`src/rtl/log2_frac.sv`:
```
// Fractional log2 by iterative squaring: the integer part passes through and
// FRAC_BITS fractional bits are produced one per cycle, MSB first.
module log2_frac #(
    parameter int SHIFT_WIDTH = 4,
    parameter int NORM_WIDTH  = 17,
    parameter int FRAC_BITS   = 8,
    parameter int OUT_WIDTH   = SHIFT_WIDTH + FRAC_BITS
) (
    input  logic                   clk,
    input  logic                   reset,
    input  logic                   in_valid,
    output logic                   in_ready,
    input  logic [SHIFT_WIDTH-1:0] int_part,
    input  logic [NORM_WIDTH-1:0]  data_in,
    output logic                   out_valid,
    input  logic                   out_ready,
    output logic [OUT_WIDTH-1:0]   log_out
);

    localparam int CNT_WIDTH  = (FRAC_BITS > 1) ? $clog2(FRAC_BITS) : 1;
    localparam int PROD_WIDTH = 2 * NORM_WIDTH;

    typedef enum logic [1:0] {
        IDLE,
        ITER,
        DONE
    } state_t;

    state_t state, state_next;

    logic [SHIFT_WIDTH-1:0] int_q;
    logic [NORM_WIDTH-1:0]  m_q;
    logic [NORM_WIDTH-1:0]  m_next;
    logic [FRAC_BITS-1:0]   frac_q;
    logic [FRAC_BITS-1:0]   frac_next;
    logic [CNT_WIDTH-1:0]   bit_cnt;
    logic [PROD_WIDTH-1:0]  prod;
    logic                   res_bit;
    logic                   last_iter;
    logic                   accept;
    logic                   release_out;
    logic                   prod_unused;

    assign in_ready    = (state == IDLE);
    assign accept      = in_ready && in_valid;
    assign release_out = (state == DONE) && out_ready;
    assign last_iter   = (bit_cnt == CNT_WIDTH'(FRAC_BITS - 1));

    // m is 1.(N-1) in [1,2), so m*m is 2.(2N-2) in [1,4); the top bit decides
    // the result bit and which N-bit window renormalises m back into [1,2).
    assign prod        = PROD_WIDTH'(m_q) * PROD_WIDTH'(m_q);
    assign res_bit     = prod[PROD_WIDTH-1];
    assign m_next      = res_bit ? prod[PROD_WIDTH-1 -: NORM_WIDTH]
                                 : prod[PROD_WIDTH-2 -: NORM_WIDTH];
    assign frac_next   = {frac_q[FRAC_BITS-2:0], res_bit};
    // Truncated product bits are dropped on purpose.
    assign prod_unused = ^prod[PROD_WIDTH-NORM_WIDTH-2:0];

    // NOTE: state and data registers use non-blocking assignments so every
    // flop samples pre-edge values regardless of block ordering.
    always_ff @(posedge clk or negedge reset) begin
        if (!reset) begin
            state <= IDLE;
        end else begin
            state <= state_next;
        end
    end

    // NOTE: the default assignment first keeps this block free of latches
    // even when a case arm does not assign state_next.
    always_comb begin
        state_next = state;
        case (state)
            IDLE: if (in_valid)  state_next = ITER;
            ITER: if (last_iter) state_next = DONE;
            DONE: if (out_ready) state_next = IDLE;
            default:             state_next = IDLE;
        endcase
    end

    // NOTE: every datapath register is reset, so an aborted sample leaves no
    // residue and log_out reads zero straight out of reset.
    always_ff @(posedge clk or negedge reset) begin
        if (!reset) begin
            int_q     <= '0;
            m_q       <= '0;
            frac_q    <= '0;
            bit_cnt   <= '0;
            log_out   <= '0;
            out_valid <= 1'b0;
        end else if (accept) begin
            int_q   <= int_part;
            m_q     <= {1'b1, data_in[NORM_WIDTH-2:0]};
            frac_q  <= '0;
            bit_cnt <= '0;
        end else if (state == ITER) begin
            m_q     <= m_next;
            frac_q  <= frac_next;
            bit_cnt <= bit_cnt + 1'b1;
            if (last_iter) begin
                log_out   <= OUT_WIDTH'({int_q, frac_next});
                out_valid <= 1'b1;
            end
        end else if (release_out) begin
            out_valid <= 1'b0;
        end
    end

endmodule

```
`config.mk`:
```
export PLATFORM = sky130hd
export DESIGN_NAME = log2_frac
export DESIGN_NICKNAME = d
export VERILOG_FILES = /design/src/rtl/log2_frac.sv
export SDC_FILE = /design/constraint.sdc
export NUM_CORES = 1
export LEC_CHECK = 0
export ABC_AREA = 1
export CAP_MARGIN = 10
export CORE_ASPECT_RATIO = 1.5
export CORE_MARGIN = 2
export CORE_UTILIZATION = 47
export DETAILED_ROUTE_END_ITERATION = 10
export GPL_TIMING_DRIVEN = 1
export SYNTH_ARGS = -nofsm -noshare
export SYNTH_HDL_FRONTEND = slang
export SYNTH_SLANG_ARGS = --single-unit
export TNS_END_PERCENT = 50
```
`constraint.sdc`:
```
create_clock -name clk -period 9.1 [get_ports clk]
set_input_delay 1.82 -clock clk [delete_from_list [all_inputs] [get_ports clk]]
set_output_delay 1.82 -clock clk [all_outputs]
set_load 0.005 [all_outputs]
```
==> summary.log, run 1 <==
qor: logic_synthesis.synth_top_area_cell sky130_fd_sc_hd__fa_1
qor: sta.max_freq 0.156 GHz
qor: global_routing.vias_in_the_first_global_route 8801
qor: drt.drt_drc_violations_left 0
qor: global_routing.globalRouteTotalUtil 21.2%
qor: floorplanning.start_util 48.0%
qor: finish.n_fill_cell 2211
qor: finish.multi_input_comb_area 7900 sq um
qor: drt.drt-vias-per-instance 4.97
qor: floorplanning.die_x 128 um
qor: setup_path.crit_path_end_kind register
qor: sta.finalClockSkew 0.00519 ns
qor: setup_path.required 9.33 ns
qor: floorplanning.height_of_the_die 189 um
qor: cts.postCtsSetupRepairBufs 0
qor: setup_path.cpLargestDelayFamily adder cells
qor: setup_path.worst_path_most_repeated_cell sky130_fd_sc_hd__fa_1
qor: sta.slew_headroom 30.0%
qor: logic_synthesis.synth_area_leaders sky130_fd_sc_hd__fa_1 (35%), sky130_fd_sc_hd__inv_1 (14%), sky130_fd_sc_hd__ha_1 (13%)
qor: cts.holdBufCountCts 0
qor: cts.cts_htree_levels 2
qor: cts.path_clk_slew 0.07 ns
qor: finish.nNetsFinal 1689
qor: sta.finalHoldViolations 0
qor: logic_synthesis.postSynth.topFlopCell sky130_fd_sc_hd__dfrtp_1
qor: logic_synthesis.synth.yosys.seq_area_share 10.7%
qor: finish.seq_area 1150 sq um
qor: global_routing.grt.overflow.total 0
qor: setup_path.startpoint_type register
qor: logic_synthesis.synth_cells 1353
qor: drt.initialDrtViolationCount 361
qor: run_status.result_of_the_run finished clean
qor: finish.num_antenna_cells 0
qor: cts.cts_made_buffers 5
qor: drt.wirelength 23.6 mm
qor: logic_synthesis.ys_ff_latch 46
qor: logic_synthesis.syn_nets 1679
qor: drt.route.vias.total 8155
qor: logic_synthesis.synth.lib_cells_used.distinct 47
qor: placement.final_replace_weighted_congestion 0.918
qor: cts.clock_sink_count 46
qor: sta.min_period 6.43 ns
qor: setup_path.worstPathMaxFanout 18
qor: cts.ctsLongestPathBuffers 2
qor: global_routing.grt_max_degree 47
qor: drt.route.antenna.remaining_nets 0
qor: logic_synthesis.synthesis.area_per_instance 7.96 sq um
qor: setup_path.worst-setup-path-type register to register
qor: sta.max_slew.worst_pin.slew 1.05 ns
qor: sta.final-max-slew-violation-count 0
qor: sta.fin_tns_setup 0 ns
qor: floorplanning.design.portCount 39
qor: worst_hold_path.worst_hold_path_type register to register
qor: logic_synthesis.post_synth_instance_area 10800 sq um
qor: global_routing.grt_antenna_before_repair 0
qor: logic_synthesis.postSynth.asyncResetShare 100%
qor: setup_path.cp_num_buf_inv 6
qor: placement.count_of_input_and_output_buffers 37
qor: finish.area_growth 6.45%
qor: logic_synthesis.yosys-top-cells-count sky130_fd_sc_hd__inv_1 (390), sky130_fd_sc_hd__nand2_1 (308), sky130_fd_sc_hd__fa_1 (188)
qor: cts.cts_repair_resize_count 0
qor: floorplanning.std_cell_rows 67
qor: finish.drive_gt1_share 4.62%
qor: sta.rsz_0062_raised_after_global_routing false
qor: sta.min_period_over_period 70.6%
qor: logic_synthesis.synth-edff-count 0
qor: setup_path.cp_data_arrival_time 6.65 ns
qor: cts.worstSkewPairLatency 0.29 ns
qor: cts.clockRootBuffer sky130_fd_sc_hd__clkbuf_16
qor: setup_path.critical-path-max-stage-delay 0.95 ns
qor: global_routing.global_route_wire_length_before_repair 41.0 mm
qor: sta.final-setup-viol-count 0
qor: floorplanning.area_of_the_core 22500 sq um
qor: drt.wl_per_cell 14.4 um
qor: placement.post-dp-hpwl 19.9 mm
qor: logic_synthesis.synth.top_cell.area_share 34.9%
qor: logic_synthesis.post-synth-top-count-cell sky130_fd_sc_hd__inv_1
qor: cts.tritoncts built
qor: floorplanning.die_area 24200 sq um
qor: setup_path.critical_path_top_delay_cell sky130_fd_sc_hd__dfrtp_1
qor: logic_synthesis.synth_warnings 0
qor: run.timing.max_cap.violations 0
qor: drt.drt_pass1_iterations 5
[final timing paths]
path,cells past startpoint,slack (ns),start,endpoint
setup / recovery,25,2.67,m_q[7],m_q[14]
hold / removal,1,0.49,bit_cnt[0],bit_cnt[0]
setup reg to reg,25,2.67,m_q[7],m_q[14]
hold reg to reg,1,0.49,bit_cnt[0],bit_cnt[0]
max in group asynchronous,1,6.73,reset,m_q[13]
min in group asynchronous,1,1.71,reset,frac_q[6]
[metrics by stage]
| step | std cells | instance area (sq um) | hold slack (ns) | utilization [%] | setup WS, ns |
|---|---|---|---|---|---|
| floorplan | 1353 | 10800 | 0.450 | - | 3.35 |
| global route | 1640 | 11500 | 0.511 | 51.0 | 2.34 |
| global placement | 1632 | 11300 | 0.462 | 50.4 | 2.76 |
| CTS | 1640 | 11500 | 0.483 | 51.0 | 2.66 |
| detailed placement | 1632 | 11300 | 0.470 | 50.4 | 2.68 |
| finish | 1640 | 11500 | 0.486 | 51.0 | 2.67 |
[metal layers]
layer  track usage (%)  part of all wire [%]  vias up
met5                 0                     0        -
met1              24.2                    38     4046
met4              5.20                   2.6        0
met3              1.30                   1.6       45
li1                  -                     -     3966
met2              42.2                    58       98
[cell usage in the layout, fill, tap and decap left out, types with 9 or more instances in the layout]
cell and n:
sky130_fd_sc_hd__a21oi_1 34, sky130_fd_sc_hd__buf_4 10, sky130_fd_sc_hd__clkdlybuf4s50_1 36, sky130_fd_sc_hd__dfrtp_1 46, sky130_fd_sc_hd__fa_1 188, sky130_fd_sc_hd__ha_1 113, sky130_fd_sc_hd__inv_1 390, sky130_fd_sc_hd__nand2_1 308
sky130_fd_sc_hd__nand3_1 47, sky130_fd_sc_hd__nor2_1 45, sky130_fd_sc_hd__o21ai_0 33, sky130_fd_sc_hd__o21bai_1 9, sky130_fd_sc_hd__xor2_1 10
[layout make-up]
cell class              instances  share of cell area, %
flip-flops and latches         46                   10.0
inverters                     394                   12.9
multi-input cells             869                   68.9
clock inverters                 3                  0.218
well taps                     276                   3.01
repair buffers                 47                   3.84
clock buffers                   5                   1.09
[cell families (layout without fill, tap and decap cells)]
| group | after synthesis | after routing | share of synthesized area, % |
|---|---|---|---|
| flip-flops | 46 | 46 | 10.7 |
| XOR/XNOR | 18 | 18 | 1.71 |
| adder cells (fa/ha/maj) | 301 | 301 | 48.1 |
| AO/OA/AOI/OAI | 107 | 107 | 5.89 |
| multiplexers | 6 | 6 | 0.627 |
| AND/OR/NAND/NOR | 437 | 437 | 17.1 |
| buffers and inverters | 438 | 449 | 16.0 |
[registers in the layout (all words and copies together) (netlist names)]
name,cells
state,2
bit_cnt,3
m_q,17
int_q,4
log_out,12
frac_q,7
out_valid,1
Power of run 1 is left out: the tool's default activity adds up to more than one toggle a clock period on the data nets, which glitch-free logic cannot reach.
==> run 2: changes to the inputs <==
==> constraint.sdc (replaced) <==
create_clock -name clk -period 6.15 [get_ports clk]
set_input_delay 1.23 -clock clk [delete_from_list [all_inputs] [get_ports clk]]
set_output_delay 1.23 -clock clk [all_outputs]
set_load 0.005 [all_outputs]
==> summary.log, run 2 (synthesized netlist as in run 1, its figures left out) <==
qor: run_status.result_of_the_run finished clean
qor: sta.finalWorstSetupSlack 0.270 ns
qor: global_routing.global_route_wire_length_before_repair 42.1 mm
qor: drt.route.antenna.remaining_nets 0
qor: cts.holdBufCountCts 0
qor: global_routing.grt.busiest_layer met2
qor: finish.drive_gt1_share 9.24%
qor: setup_path.worstRegToRegCells 24
qor: setup_path.r2r_start m_q[3]
qor: global_routing.grt_antenna_before_repair 0
qor: placement.post-dp-hpwl 21.5 mm
qor: cts.tritoncts built
qor: global_routing.globalRouteTotalUtil 22.1%
qor: placement.final_replace_weighted_congestion 0.931
qor: finish.final_cell_mix sky130_fd_sc_hd__inv_1 (390), sky130_fd_sc_hd__nand2_1 (307), sky130_fd_sc_hd__fa_1 (188), sky130_fd_sc_hd__ha_1 (111), sky130_fd_sc_hd__buf_4 (58)
qor: setup_path.required 6.33 ns
qor: global_routing.grtUsageMet3 1.33%
qor: setup_path.crit_path_end_kind register
qor: finish.most_flop_heavy_register m_q
qor: finish.nNetsFinal 1742
qor: global_routing.grt.overflow.total 0
qor: sta.min_period 5.88 ns
qor: global_routing.global_route.usage.met1 24.3%
qor: setup_path.startpoint_type register
qor: worst_hold_path.worst_hold_path_type register to register
qor: global_routing.vias_in_the_first_global_route 8889
qor: finish.num_antenna_cells 0
qor: drt.route.vias.total 8231
qor: setup_path.crit_end m_q[1]
qor: finish.largestRegisters m_q x17, log_out x12, frac_q x7
qor: placement.dpl_worst_slack -0.0123 ns
qor: setup_path.timing.reg2reg.setup_slack 0.27 ns
qor: floorplanning.std_cell_rows 67
qor: sta.final-max-slew-violation-count 0
qor: drt.wl_per_cell 14.8 um
qor: cts.clockRootBuffer sky130_fd_sc_hd__clkbuf_16
qor: placement.dpl_cell_area 11700 sq um
qor: drt.drt_pass1_iterations 5
qor: floorplanning.die_area 24200 sq um
qor: sta.final-setup-viol-count 0
qor: global_routing.grt_max_degree 47
qor: finish.largest_register_ffs 17
qor: cts.ctsLongestPathBuffers 2
qor: cts.path_clk_slew 0.07 ns
qor: floorplanning.die_x 128 um
qor: sta.finalClockSkew 0.00288 ns
qor: finish.stdcell_area 12000 sq um
qor: drt.drt_drc_violations_left 0
qor: floorplanning.design.portCount 39
qor: setup_path.worstPathMaxFanout 11
qor: drt.initialDrtViolationCount 321
qor: setup_path.setup.worst_path.start m_q[3]
qor: finish.area_growth 11.3%
qor: floorplanning.height_of_the_die 189 um
qor: drt.wirelength 25.0 mm
qor: cts.worstSkewPairLatency 0.29 ns
qor: cts.clock_sink_count 46
qor: sta.slew_headroom 28.6%
qor: global_routing.met2_usage 44.5%
qor: placement.count_of_input_and_output_buffers 37
qor: cts.cts_htree_levels 2
qor: floorplanning.start_util 48.0%
qor: finish.mostFrequentLayoutCell sky130_fd_sc_hd__inv_1
qor: cts.cts_made_buffers 5
qor: floorplanning.area_of_the_core 22500 sq um
qor: setup_path.crit-reg2reg-capture m_q[1]
qor: setup_path.worst-setup-path-type register to register
qor: run.timing.max_cap.violations 0
qor: sta.finalHoldViolations 0
qor: drt.drt-vias-per-instance 4.86
qor: setup_path.cp_data_arrival_time 6.06 ns
qor: sta.max_slew.worst_pin.slew 1.07 ns
qor: sta.min_period_over_period 95.6%
qor: sta.max_freq 0.170 GHz
-- run 2: worst min-delay path by stage --
stage,startpoint,end,slack [ns],depth (start not counted)
floorplan,bit_cnt[0],bit_cnt[0],0.45,1
global placement,bit_cnt[0],bit_cnt[0],0.47,1
detailed placement,log_out[4],log_out[4],0.47,2
CTS,log_out[4],log_out[4],0.49,2
global route,bit_cnt[0],bit_cnt[0],0.51,1
finish,log_out[4],log_out[4],0.49,2
-- run 2: critical path, stage by stage (launching register included) --
cell,delay (ns)
sky130_fd_sc_hd__dfrtp_2,0.57
sky130_fd_sc_hd__nand2_1,0.13
sky130_fd_sc_hd__fa_1,0.53
sky130_fd_sc_hd__fa_1,0.55
sky130_fd_sc_hd__inv_1,0.05
sky130_fd_sc_hd__fa_1,0.52
sky130_fd_sc_hd__fa_1,0.52
sky130_fd_sc_hd__fa_1,0.50
sky130_fd_sc_hd__inv_1,0.05
sky130_fd_sc_hd__fa_1,0.47
sky130_fd_sc_hd__inv_1,0.04
sky130_fd_sc_hd__ha_1,0.28
sky130_fd_sc_hd__a21oi_1,0.26
sky130_fd_sc_hd__o21ai_1,0.14
sky130_fd_sc_hd__nand2_1,0.10
sky130_fd_sc_hd__nand2_2,0.06
sky130_fd_sc_hd__a21oi_2,0.20
sky130_fd_sc_hd__nand2_1,0.10
sky130_fd_sc_hd__nand2_1,0.11
sky130_fd_sc_hd__nand2_4,0.09
sky130_fd_sc_hd__buf_4,0.16
sky130_fd_sc_hd__nand2_1,0.06
sky130_fd_sc_hd__nand3_1,0.06
sky130_fd_sc_hd__nand3_1,0.14
sky130_fd_sc_hd__nand2_1,0.06
-- run 2: timing repair --
action / 4_1_cts / 5_1_grt
endpoints found under the hold margin: 0 / 0
setup endpoints to repair: 1 / 19
resized for setup: 2 / 14
buffers inserted: 0 / 5
pin swaps: 0 / 3
-- run 2: cell type report --
class,count,area [sq um]
fillers,2178,10500
multi-input cells,869,7950
inverters,394,1480
flip-flops and latches,46,1160
repair buffers,100,901
well taps,276,345
clock buffers,5,125
clock inverters,3,26.3
-- run 2: per-stage QoR --
stage	hold WS, ns	utilization, %	std cells	setup TNS [ns]
floorplan	0.450	-	1353	0
global placement	0.466	52.2	1680	0
detailed placement	0.474	52.2	1680	-0.0123
CTS	0.492	52.9	1688	0
global route	0.514	53.4	1693	-0.0161
finish	0.486	53.4	1693	0
-- run 2: routing by layer --
metal | wire length (um) | part of all wire, %
met1 | 9460 | 38
met2 | 14400 | 57
met3 | 447 | 1.8
met4 | 739 | 3.0
met5 | 0 | 0
Power of run 2 is left out for the same reason.
==> edit 1: new RTL, config.mk and constraints of run 2 <==
Change the parameter `SHIFT_WIDTH` from 4 to 5.
--- a/src/rtl/log2_frac.sv
+++ b/src/rtl/log2_frac.sv
@@ -2,5 +2,5 @@
 // FRAC_BITS fractional bits are produced one per cycle, MSB first.
 module log2_frac #(
-    parameter int SHIFT_WIDTH = 4,
+    parameter int SHIFT_WIDTH = 5,
     parameter int NORM_WIDTH  = 17,
     parameter int FRAC_BITS   = 8,
Interface: changed (resized int_part and log_out); port bits go from 39 to 41. No check against the original RTL was run, so the function may have changed too.
==> edit 1 against run 2 <==
  * Sequential cell count is 2 higher
  * Critical path depth is 2 higher
  * Via count is 6.7% higher
  * Routed wire length is 4.9% higher
  * Setup slack worse by 46 ps
  * Final area is 4.2% higher
  * Area after synthesis is 2.6% higher
Power is left out: the tool's default activity adds up to more than one toggle a clock period on the data nets, which glitch-free logic cannot reach.
==> edit 1: results (changes against run 2) <==
Status - finished, final reports clean
Vias in the first global route - 9422 (+6.0%)
Nets - 1846 (+6.0%)
First-pass GRT wire length - 44500 um (+5.9%)
Antenna violations before repair - 0 (unchanged)
Hold WC Path Type - register to register
Ratio of cells with drive above 1 in the final layout - 0.0901 (-0.00232)
Wirelength per Cell - 14.3 um (-3.2%)
Fillers - 2234 (+2.6%)
CTS clk-pin slew, worst paths - 70 ps (about the same)
Pre-antenna DRT Iters - 4 (-1)
Clock Latency Late Sink - 290 ps (about the same)
Worst-Margin Slew - 734 ps (-338 ps)
GRT Total Usage - 0.228 (+0.00722)
Top Registers - m_q x17, log_out x13, frac_q x7
Synth cell count leaders - inv_1 (409), nand2_1 (369), fa_1 (188)
Worst path slowest cell - fa_1
CTS buffer count - 5 (unchanged)
M2 GR Usage - 0.434 (-0.0109)
Largest cells by area after synthesis - fa_1 (34%), inv_1 (14%), ha_1 (13%)
Root buffer cell - clkbuf_16
Crit Path Max Fanout - 6 (-5)
Largest net degree at the start of global routing - 49 (+4.3%)
Yosys top cell area share - 0.340 (-0.00897)
RePlAce Congestion - 0.922 (-0.98%)
Ys flop type - dfrtp_1
Final Max Tran Viols - 0 (unchanged)
Via Count - 8785 (+6.7%)
Worst-case clock buffer depth - 2 (unchanged)
Initial DRC Count - 294 (-8.4%)
CP peak stage delay - 560 ps
Synth warnings - 0 (unchanged)
CTS HTree Levels - 2 (unchanged)
Worst Skew - 4.14 ps (+1.25 ps)
IO buf count - 39 (+5.4%)
Synth unique cells - 41 (-13%)
HPWL after DPL - 22300 um (+3.6%)
Register area share after synthesis - 0.109 (+0.00178)
Post-synth ARST share - 1.00 (unchanged)
GRT met1 Usage - 0.263 (+0.0205)
Met3 Use GR - 0.0139 (+0.000647)
Antenna diodes - 0 (unchanged)
## edit 1: cell count changes after synthesis, moves of 6 or more
| cell | before | now |
|---|---|---|
| nand3_1 | 47 | 39 |
| nor2_1 | 45 | 61 |
| inv_1 | 390 | 409 |
| nand2_2 | 8 | 14 |
| o21ai_0 | 33 | 43 |
| nand2_1 | 308 | 369 |
## edit 1: layout make-up
cell class / count / share of cell area
clock buffers: 6 / 0.0111
clock inverters: 2 / 0.00110
inverters: 413 / 0.124
multi-input cells: 938 / 0.649
flip-flops and latches: 48 / 0.0967
well taps: 315 / 0.0316
repair buffers: 113 / 0.0864
## edit 1: cell families (layout without fill, tap and decap cells)
| family | after synthesis | count (layout) | share of synthesized area |
|---|---|---|---|
| simple gates | 514 | 514 | 0.192 |
| buf+inv | 459 | 534 | 0.160 |
| fa+ha+maj | 301 | 301 | 0.468 |
| compound gates | 103 | 103 | 0.0534 |
| flops | 48 | 48 | 0.109 |
| xor+xnor | 16 | 16 | 0.0140 |
| mux | 4 | 4 | 0.00407 |
## edit 1: layer usage
metal	share of wire	vias up
met2	0.55	108
met3	0.021	53
li1	-	4333
met5	0	-
met1	0.38	4291
met4	0.043	0
## edit 1: what timing repair did
| action | in CTS | in global routing |
|---|---|---|
| setup endpoints to repair | 0 | 18 |
| gates resized for setup | 0 | 8 |
| buffers inserted | 0 | 5 |
## edit 1: worst paths after layout
kind                       cells after the start          to        from  slack (ps)
max in group asynchronous                      2      m_q[9]       reset        4650
hold / removal                                 2  log_out[6]  log_out[6]         490
hold reg to reg                                2  log_out[6]  log_out[6]         490
setup reg to reg                              26     m_q[16]      m_q[9]         220
min in group asynchronous                      2  log_out[7]       reset        1030
setup / recovery                              26     m_q[16]      m_q[9]         220
## edit 1: per-stage QoR
step | util | std cells | hold WS [ps] | instance area (sq um) | setup slack (ps)
2_1_floorplan | - | 1445 | 445 | 11100 | 416
3_3_place_gp | 0.531 | 1822 | 464 | 12200 | 159
3_5_place_dp | 0.531 | 1822 | 478 | 12200 | 63.9
4_1_cts | 0.537 | 1830 | 495 | 12400 | 37.1
5_1_grt | 0.541 | 1835 | 517 | 12500 | 2.77
6_report | 0.541 | 1835 | 487 | 12500 | 224
## edit 1: critical path: cells and delay by family (launching register included)
family                   cells  cell delay [ps]
AO/OA/AOI/OAI                4              810
adder cells (fa/ha/maj)      7             3280
buffers and inverters        8              610
flip-flops                   1              450
AND/OR/NAND/NOR              7              640
==> edit 2: new RTL, settings of run 2 <==
Made on the original files. The 3 states of `state_t` get a one-hot encoding in 3 bits.
--- a/src/rtl/log2_frac.sv
+++ b/src/rtl/log2_frac.sv
@@ -21,8 +21,8 @@
     localparam int PROD_WIDTH = 2 * NORM_WIDTH;
 
-    typedef enum logic [1:0] {
-        IDLE,
-        ITER,
-        DONE
+    typedef enum logic [2:0] {
+        IDLE = 3'b001,
+        ITER = 3'b010,
+        DONE = 3'b100
     } state_t;
 
Formal check against the unedited RTL: no difference found for any inputs over 4 cycles, from zero or initial values and one cycle with reset low; so few cycles prove little.
==> edit 2 against run 2 <==
  * Routed wire length is 8.4% higher
  * Count of clock-buffer cells in the layout stayed put
  * Hold slack hardly changed
  * Area after synthesis is 1.5% higher
  * Sequential share of layout area hardly changed
  * Final area is 1.9% higher
  * Highest routed layer unchanged
  * Setup slack worse by 29 ps
  * Sequential cell count is 1 higher
  * Critical path type unchanged
Power is left out: the tool's default activity adds up to more than one toggle a clock period on the data nets, which glitch-free logic cannot reach.
==> edit 2: results (changes against run 2) <==
Hold WC Path Type - register to register
Worst-case clock buffer depth - 2 (unchanged)
Worst-Margin Slew - 925 ps (-147 ps)
Status - finished, final reports clean
Vias per cell - 4.99 (+2.6%)
Top Registers - m_q x17, log_out x12, frac_q x7
Clock Latency Late Sink - 310 ps (+20 ps)
Synth warnings - 0 (unchanged)
CTS clk-pin slew, worst paths - 80 ps
Antenna violations before repair - 0 (unchanged)
Fillers - 2243 (+3.0%)
Post-placement worst setup slack - 47.7 ps (+60.0 ps)
Crit Path Max Fanout - 7 (-4)
Hold endpoint - out_valid
First-pass GRT wire length - 45500 um (+8.1%)
Vias in the first global route - 9359 (+5.3%)
Largest cells by area after synthesis - fa_1 (34%), inv_1 (14%), ha_1 (13%)
CTS buffer count - 5 (unchanged)
GRT Total Usage - 0.237 (+0.0167)
HPWL after DPL - 23100 um (+7.2%)
Antenna diodes - 0 (unchanged)
FF-to-FF path depth - 26 (+8.3%)
Root buffer cell - clkbuf_16
Initial DRC Count - 244 (-24%)
Synth cell count leaders - inv_1 (397), nand2_1 (318), fa_1 (188)
Hold_sp - out_valid
Pre-antenna DRT Iters - 5 (unchanged)
RePlAce Congestion - 0.898 (-3.6%)
Crit path DAT - 6140 ps (+80 ps)
Worst Skew - 11.4 ps (+8.47 ps)
Register area share after synthesis - 0.108 (+0.000813)
Synth unique cells - 43 (-8.5%)
Total Wirelength - 27100 um (+8.4%)
Nets - 1780 (+2.2%)
Post-synth ARST share - 1.00 (unchanged)
R2R setup slack - 240 ps (-30 ps)
Ys flop type - dfrtp_1
Post-Syn Nets - 1716 (+2.2%)
FF-to-FF Start - m_q[4]
CTS HTree Levels - 2 (unchanged)
Hold Path Stages - 2 (unchanged)
RR Endpoint - m_q[14]
Largest net degree at the start of global routing - 48 (+2.1%)
Ratio of cells with drive above 1 in the final layout - 0.0900 (-0.00241)
IO buf count - 37 (unchanged)
-- edit 2: cell count changes after synthesis, sizes merged, moves of 7 or more --
| cell | run 2 | this run |
|---|---|---|
| inv | 394 | 403 |
| nand2 | 319 | 328 |
| nand3b | 1 | 10 |
| nor2 | 48 | 56 |
| nand3 | 52 | 45 |
| nor3 | 4 | 11 |
-- edit 2: area by class of cell --
cell class                 instances  share of cell area
timing repair buffer             102              0.0770
clock inverter                     3             0.00256
clock buffer                       5              0.0102
tap                              280              0.0287
sequential                        47              0.0974
multi-input combinational        895               0.660
inverter                         403               0.124
-- edit 2: worst max path at each step --
stage	start	endpoint	slack, ps	cells past startpoint
global route	m_q[4]	m_q[12]	-30	26
CTS	m_q[4]	m_q[12]	10	26
global placement	m_q[4]	m_q[12]	100	26
finish	m_q[4]	m_q[14]	240	26
detailed placement	m_q[4]	m_q[12]	50	26
floorplan	m_q[7]	m_q[3]	470	27
-- edit 2: what timing repair did --
item,CTS,global route
setup endpoints to repair,0,19
gates resized for setup,0,15
hold buffers,0,0
setup buffers,0,5
-- edit 2: cell families (layout without fill, tap and decap cells) --
group,after synthesis,count (layout),synth area share
xor+xnor,17,17,0.0150
mux,6,6,0.00618
compound gates,111,111,0.0606
fa+ha+maj,301,301,0.473
buf+inv,448,513,0.157
flops,47,47,0.108
simple gates,460,460,0.181
-- edit 2: through the flow --
stage          cells  hold WS [ps]  instance area [sq um]
3_5_place_dp    1722           466                  12000
6_report        1735           486                  12200
5_1_grt         1735           512                  12200
4_1_cts         1730           489                  12100
3_3_place_gp    1722           467                  12000
2_1_floorplan   1390           464                  10900
-- edit 2: worst max-delay path, cell delays in order, from the launching register on --
cell and delay, ps:
dfrtp_2 510, buf_4 170, nand2_1 90, inv_1 70, fa_1 540, inv_1 60
fa_1 440, fa_1 540, inv_1 60, fa_1 530, fa_1 510, inv_1 50
fa_1 480, inv_1 50, ha_1 320, a21oi_2 200, o21ai_0 130, a21oi_1 170
nand2_2 80, nand2_2 110, nand2_2 70, nand2_2 90, nand2_4 70, nor2_8 150
buf_12 150, nand2_1 50, nand3_1 130
-- edit 2: routing by layer --
layer,vias up,routed length (um),GRT usage
met1,4221,10600,0.280
li1,4199,-,-
met4,0,983,0.0853
met3,61,608,0.0149
met2,171,15000,0.450
met5,-,0,0
